## src/rtl/cmd_exec_ctrl_if.sv

```systemverilog
// Instruction/register-file bus between the command sequencer and the datapath.
// master = sequencer side, slave = ROM + register file + PC side.
interface cmd_exec_ctrl_if;
  logic [7:0] instr;
  logic [7:0] R0;
  logic [7:0] R1;
  logic [7:0] R2;
  logic [7:0] R3;
  logic [7:0] res_alu;
  logic [1:0] res_dest;
  logic       enact;
  logic       pc_inc;

  modport master (
    input  instr, R0, R1, R2, R3,
    output res_alu, res_dest, enact, pc_inc
  );

  modport slave (
    output instr, R0, R1, R2, R3,
    input  res_alu, res_dest, enact, pc_inc
  );
endinterface

```

## src/rtl/cmd_exec_ctrl.sv

```systemverilog
// Fetch/decode/execute sequencer for the 4-register datapath: one instruction
// every five cycles (FETCH, DECODE, EXEC, WB, NEXT), registered write-back and PC pulse.
module cmd_exec_ctrl (
  input  logic                   clk,
  input  logic                   clr,
  input  logic                   run,
  cmd_exec_ctrl_if.master        bus,
  output logic                   busy,
  output logic                   halted,
  output logic                   flag_c,
  output logic                   flag_z
);

  typedef enum logic [2:0] {
    S_IDLE, S_FETCH, S_DECODE, S_EXEC, S_WB, S_NEXT, S_HALT
  } state_t;

  state_t      state_q;
  logic [7:0]  ir_q;
  logic [7:0]  a_q, b_q;
  logic [7:0]  res_alu_q;
  logic [1:0]  res_dest_q;
  logic        enact_q, pc_inc_q, busy_q, halted_q, flag_c_q, flag_z_q;

  logic [3:0]  op;
  logic [7:0]  a_d, b_d;
  logic [7:0]  alu_res;
  logic        alu_c, c_upd, wr_op;

  assign op = ir_q[7:4];

  always_comb begin
    case (ir_q[3:2])
      2'd0:    a_d = bus.R0;
      2'd1:    a_d = bus.R1;
      2'd2:    a_d = bus.R2;
      default: a_d = bus.R3;
    endcase
    case (ir_q[1:0])
      2'd0:    b_d = bus.R0;
      2'd1:    b_d = bus.R1;
      2'd2:    b_d = bus.R2;
      default: b_d = bus.R3;
    endcase
  end

  // ALU: carry/borrow comes from the 9th bit; c_upd marks ops that own the carry flag.
  always_comb begin
    alu_res = 8'h00;
    alu_c   = flag_c_q;
    c_upd   = 1'b0;
    wr_op   = (op != 4'h0) && (op <= 4'hB);
    case (op)
      4'h1: alu_res = b_q;
      4'h2: begin {alu_c, alu_res} = {1'b0, a_q} + {1'b0, b_q}; c_upd = 1'b1; end
      4'h3: begin {alu_c, alu_res} = {1'b0, a_q} - {1'b0, b_q}; c_upd = 1'b1; end
      4'h4: alu_res = a_q & b_q;
      4'h5: alu_res = a_q | b_q;
      4'h6: alu_res = a_q ^ b_q;
      4'h7: alu_res = ~b_q;
      4'h8: begin alu_res = {b_q[6:0], 1'b0}; alu_c = b_q[7]; c_upd = 1'b1; end
      4'h9: begin alu_res = {1'b0, b_q[7:1]}; alu_c = b_q[0]; c_upd = 1'b1; end
      4'hA: begin {alu_c, alu_res} = {1'b0, a_q} + 9'd1; c_upd = 1'b1; end
      4'hB: begin {alu_c, alu_res} = {1'b0, a_q} - 9'd1; c_upd = 1'b1; end
      default: ;
    endcase
  end

  always_ff @(posedge clk) begin
    if (clr) begin
      state_q    <= S_IDLE;
      ir_q       <= 8'h00;
      res_alu_q  <= 8'h00;
      res_dest_q <= 2'd0;
      enact_q    <= 1'b0;
      pc_inc_q   <= 1'b0;
      busy_q     <= 1'b0;
      halted_q   <= 1'b0;
      flag_c_q   <= 1'b0;
      flag_z_q   <= 1'b0;
    end else begin
      enact_q  <= 1'b0;
      pc_inc_q <= 1'b0;
      case (state_q)
        S_IDLE: begin
          if (run) begin
            state_q <= S_FETCH;
            busy_q  <= 1'b1;
          end
        end
        S_FETCH: begin
          ir_q    <= bus.instr;
          state_q <= S_DECODE;
        end
        S_DECODE: begin
          a_q     <= a_d;
          b_q     <= b_d;
          state_q <= S_EXEC;
        end
        // Result and flags are latched here so they are stable throughout WB.
        S_EXEC: begin
          if (op == 4'hF) begin
            state_q  <= S_HALT;
            busy_q   <= 1'b0;
            halted_q <= 1'b1;
          end else begin
            state_q    <= S_WB;
            res_dest_q <= ir_q[3:2];
            if (wr_op) begin
              res_alu_q <= alu_res;
              flag_z_q  <= (alu_res == 8'h00);
              enact_q   <= 1'b1;
            end
            if (c_upd) flag_c_q <= alu_c;
          end
        end
        S_WB: begin
          state_q  <= S_NEXT;
          pc_inc_q <= 1'b1;
        end
        S_NEXT: begin
          if (run) begin
            state_q <= S_FETCH;
          end else begin
            state_q <= S_IDLE;
            busy_q  <= 1'b0;
          end
        end
        S_HALT: ;
        default: begin
          state_q <= S_IDLE;
          busy_q  <= 1'b0;
        end
      endcase
    end
  end

  assign bus.res_alu  = res_alu_q;
  assign bus.res_dest = res_dest_q;
  assign bus.enact    = enact_q;
  assign bus.pc_inc   = pc_inc_q;
  assign busy         = busy_q;
  assign halted       = halted_q;
  assign flag_c       = flag_c_q;
  assign flag_z       = flag_z_q;

endmodule

```

## src/flat_wrapper.sv

```systemverilog
// flat-port wrapper written by rule: the top's interface ports become plain ports
module cmd_exec_ctrl_flat 
  (clk, clr, run, busy, halted, flag_c, flag_z, bus_instr, bus_R0, bus_R1, bus_R2, bus_R3, bus_res_alu, bus_res_dest, bus_enact, bus_pc_inc);
  cmd_exec_ctrl_if bus_i ();
  input  logic clk;
  input  logic clr;
  input  logic run;
  output logic busy;
  output logic halted;
  output logic flag_c;
  output logic flag_z;
  input wire logic [$bits(bus_i.instr)-1:0] bus_instr;
  input wire logic [$bits(bus_i.R0)-1:0] bus_R0;
  input wire logic [$bits(bus_i.R1)-1:0] bus_R1;
  input wire logic [$bits(bus_i.R2)-1:0] bus_R2;
  input wire logic [$bits(bus_i.R3)-1:0] bus_R3;
  output wire logic [$bits(bus_i.res_alu)-1:0] bus_res_alu;
  output wire logic [$bits(bus_i.res_dest)-1:0] bus_res_dest;
  output wire logic [$bits(bus_i.enact)-1:0] bus_enact;
  output wire logic [$bits(bus_i.pc_inc)-1:0] bus_pc_inc;
  assign bus_i.instr = bus_instr;
  assign bus_i.R0 = bus_R0;
  assign bus_i.R1 = bus_R1;
  assign bus_i.R2 = bus_R2;
  assign bus_i.R3 = bus_R3;
  assign bus_res_alu = bus_i.res_alu;
  assign bus_res_dest = bus_i.res_dest;
  assign bus_enact = bus_i.enact;
  assign bus_pc_inc = bus_i.pc_inc;
  cmd_exec_ctrl u_core (.clk(clk), .clr(clr), .run(run), .bus(bus_i), .busy(busy), .halted(halted), .flag_c(flag_c), .flag_z(flag_z));
endmodule
```

## config.mk

```make
export PLATFORM = sky130hd
export DESIGN_NAME = cmd_exec_ctrl_flat
export DESIGN_NICKNAME = d
export VERILOG_FILES = /design/src/rtl/cmd_exec_ctrl_if.sv /design/src/rtl/cmd_exec_ctrl.sv /design/src/flat_wrapper.sv
export SDC_FILE = /design/constraint.sdc
export NUM_CORES = 1
export LEC_CHECK = 0
export CAP_MARGIN = 10
export CORE_ASPECT_RATIO = 0.6
export CORE_MARGIN = 4
export CORE_UTILIZATION = 60
export DETAILED_ROUTE_END_ITERATION = 6
export PLACE_DENSITY = 0.87
export SLEW_MARGIN = 25
export SYNTH_ARGS = -nofsm -noshare
export SYNTH_HDL_FRONTEND = slang
export SYNTH_SLANG_ARGS = --single-unit
```

## constraint.sdc

```tcl
create_clock -name clk -period 6.35 [get_ports clk]
set_clock_uncertainty 0.2 [all_clocks]
set_input_delay 1.27 -clock clk [delete_from_list [all_inputs] [get_ports clk]]
set_output_delay 1.27 -clock clk [all_outputs]
set_load 0.01 [all_outputs]
```

==> flow_summary.toml <==
[run_status]
outcome = "finished, final reports clean"

[yosys]
netlist_area_um2 = 3860
synth_area_in_compound_gates_pct = 18.9
synth_seq_cells = 43
synth-simple-area-share_pct = 19.7
synth_mux_area_share_pct = 16.9
post_synth.cell_area_avg_um2 = 9.12
synth.net_count = 495
synth-seq-area-share_pct = 26.4
postSynthCellCount = 424
yosysWarnings = 0
yosys.area_share.adder_pct = 9.45
synth_top_flop_cell = "dfxtp_1"
synthesized_area_fraction_occupied_by_xor_and_xnor_cells_pct = 1.81
yosys.cell_types.count = 72
synth-edff-count = 16
synth_top_family_by_area = "simple AND/OR/NAND/NOR gates"
synthArstFlopShare_pct = 0

[cts]
tritoncts = "yes"
cts_buffers = 5
clk_path_buf_depth = 2
cts.htree.levels = 2
post_cts_buffers = 0
cts_hold_buf = 0
insertion_delay_of_the_later_clocked_pin_in_the_worst_skew_pair_ns = 0.30
cts_resized = 0
clock_tree.root_cell = "clkbuf_8"
numClockSinks = 43
clk_transition_reported_paths_ns = 0.09

[power]
leakagePower_nw = 1.60
power.ir.vdd_worst_uv = 94.1
power-per-cell-area_nw_per_um2 = 163

[routing]
routed_wire_length_um = 10700
detail_route.drc_violations = 0
drtPass1Iterations = 5
vias_per_cell = 6.70
detail-route-antenna-nets = 0
per_cell_routed_wire_length_um = 19.5
first_iteration_detailed_routing_drc_count = 401
num_vias = 3665

[timing]
timing.final.hold_violations = 0
fmax_mhz = 318
setup-tns-final_ns = 0
layout_worst_path_cycle_share_pct = 49.5
hold_ws_ns = 0.276
timing_worst_slew_pin_value_ns = 1.09
relative_slew_margins_pct = 26.6
timing.final.max_slew_violations = 0
period_needed_ns = 3.15
report.final.setup_viol = 0
setup_repair_after_global_routing_missed_its_margin = "no"

[worst_setup_path]
critical_path_class = "flop to flop"
critical_path_required_ns = 6.35
regToRegSetupSlack_ns = 3.20
path_max_fanout = 21
critical_path.max_stage_delay_ns = 0.87
startpoint_type = "flop"
worstPathArrival_ns = 3.15
critical_path.reg2reg.endpoint = "u_core.flag_z$_SDFFE_PP0P_"
crit_path_frequent_cell = "nor4_2"
slowest_stage = "dfxtp_1"
origin_of_the_critical_flop_to_flop_path = "u_core.ir_q[4]$_SDFFE_PP0P_"
reg2regPathDepth = 8
crit_path_cell_trace = "buf_4 -> nor3b_1 -> a22oi_1 -> o211ai_1 -> nor4_2 -> nand3_1 -> nor4_2 -> a31o_1"
crit_path_end_kind = "flop"

[floorplanning]
io_pins = 59
floorplan.die.width_um = 112
die_h_um = 70.2
row_count = 22
dieArea_um2 = 7830
design.core.area_um2 = 6170
effective_utilization_at_floorplan_pct = 62.7

[cells_and_area]
mostFrequentLayoutCell = "clkdlybuf4s50_1"
fill_cell_instance_count_of_the_final_layout = 470
layout_area_growth_over_synthesis_pct = 17.3
mostFrequentLayoutCells = "clkdlybuf4s50_1, nor2_1, a21oi_1, dfxtp_1, ha_1"
num-nets-final = 533
num_antenna_cells = 0
drive_above_1_share_pct = 9.94

[grt]
grt_start_max_net_pins = 33
grt.total_usage_pct = 26.9
antenna_violations_before_repair = 0
gr-total-overflow = 0
grt_pass1_wl_um = 16800
grt_pass1_vias = 3310

[hold_path]
hold_start = "u_core.flag_c$_SDFFE_PP0P_"
hold_path_sink = "u_core.flag_c$_SDFFE_PP0P_"
hold_path_depth = 2
hold_path.class = "flop to flop"

[placement]
place_congestion = 1.05
hpwlAfterDp_um = 8280
portBuffers = 58

[job]
maxCapViolations = 0
## critical path: cells and delay by family (launching register included)
kind	cells	cell delay, ns
AND/OR/NAND/NOR	4	0.97
buffers and inverters	1	0.36
AO/OA/AOI/OAI	3	0.64
flip-flops	1	0.87
## worst max path at each step
stage	from	end	cells past startpoint
after floorplan	clr	u_core.a_q[0]$_DFFE_PP_	2
after global placement	u_core.ir_q[6]$_SDFFE_PP0P_	u_core.flag_z$_SDFFE_PP0P_	7
after detailed placement	u_core.ir_q[6]$_SDFFE_PP0P_	u_core.flag_z$_SDFFE_PP0P_	7
after CTS	u_core.ir_q[6]$_SDFFE_PP0P_	u_core.flag_z$_SDFFE_PP0P_	7
after global routing	u_core.ir_q[6]$_SDFFE_PP0P_	u_core.flag_z$_SDFFE_PP0P_	7
final	u_core.ir_q[4]$_SDFFE_PP0P_	u_core.flag_z$_SDFFE_PP0P_	8
## through the flow
stage                     std cells  worst slack, ns  cell area, um2  util (%)  power [mW]
final                           547             3.20            4530      73.5       0.741
after global routing            547             3.01            4530      73.5       0.772
after CTS                       547             3.05            4530      73.4       0.737
after detailed placement        539             3.06            4420      71.7       0.537
after global placement          539             3.29            4420      71.7       0.530
after floorplan                 424             2.49            3860         -       0.471
## synthesized netlist by cell type, types with 3 or more instances
cell	instances	area, um2
a2111oi_0	3	26.3
a211oi_1	9	67.6
a21o_1	3	22.5
a21oi_1	30	150
a221oi_1	3	26.3
a22oi_1	5	37.5
and2_1	3	18.8
buf_2	9	45.0
buf_6	5	56.3
clkbuf_1	14	52.6
dfxtp_1	27	541
edfxtp_1	16	480
ha_1	26	325
inv_1	23	86.3
mux2i_1	20	200
mux4_2	18	405
nand2_1	25	93.8
nand2b_1	6	37.5
nand3_1	10	50.1
nand3b_1	5	37.5
nor2_1	45	169
nor2b_1	4	25.0
nor3_1	10	50.1
nor3b_1	4	30.0
nor4_1	3	18.8
nor4b_1	4	35.0
o211ai_1	3	22.5
o21ai_0	20	100
o21bai_1	3	22.5
o22ai_1	5	31.3
o31ai_1	3	22.5
or3_1	3	18.8
xnor2_1	6	52.6
## power by group
group          switching, mW  internal, mW
sequential            0.0296         0.301
clock                  0.101         0.103
combinational          0.103         0.105
## layout make-up
cell class              count  area (um2)  share of cell area [%]
well taps                  84         105                    2.32
clock inverters             2        16.3                   0.359
inverters                  23        86.3                    1.90
multi-input cells         326        2590                    57.2
repair buffers             63         618                    13.6
clock buffers               6        93.8                    2.07
flip-flops and latches     43        1020                    22.5
## registers in the layout, indices dropped and copies added, names as in the netlist
signal / count
u_core.bus.pc_inc: 1
u_core.a_q: 8
u_core.bus.res_dest: 2
u_core.ir_q: 8
u_core.flag_c: 1
u_core.b_q: 8
u_core.state_q: 3
u_core.flag_z: 1
u_core.bus.res_alu: 8
u_core.halted: 1
u_core.bus.enact: 1
u_core.busy: 1
## cells by family (layout without fill, tap and decap cells)
logic type / after synthesis / in the layout
compound gates: 107 / 107
xor+xnor: 8 / 8
fa+ha+maj: 28 / 28
buf+inv: 55 / 94
flops: 43 / 43
mux: 42 / 42
simple gates: 141 / 141
## metal layers
metal	vias up	track usage, %	part of all wire (%)
li1	1659	-	-
met1	1738	38.5	43
met2	256	40.9	43
met3	12	7.53	13
met4	0	5.13	1.2
met5	-	0	0
Power figures use the tool's default switching activity.
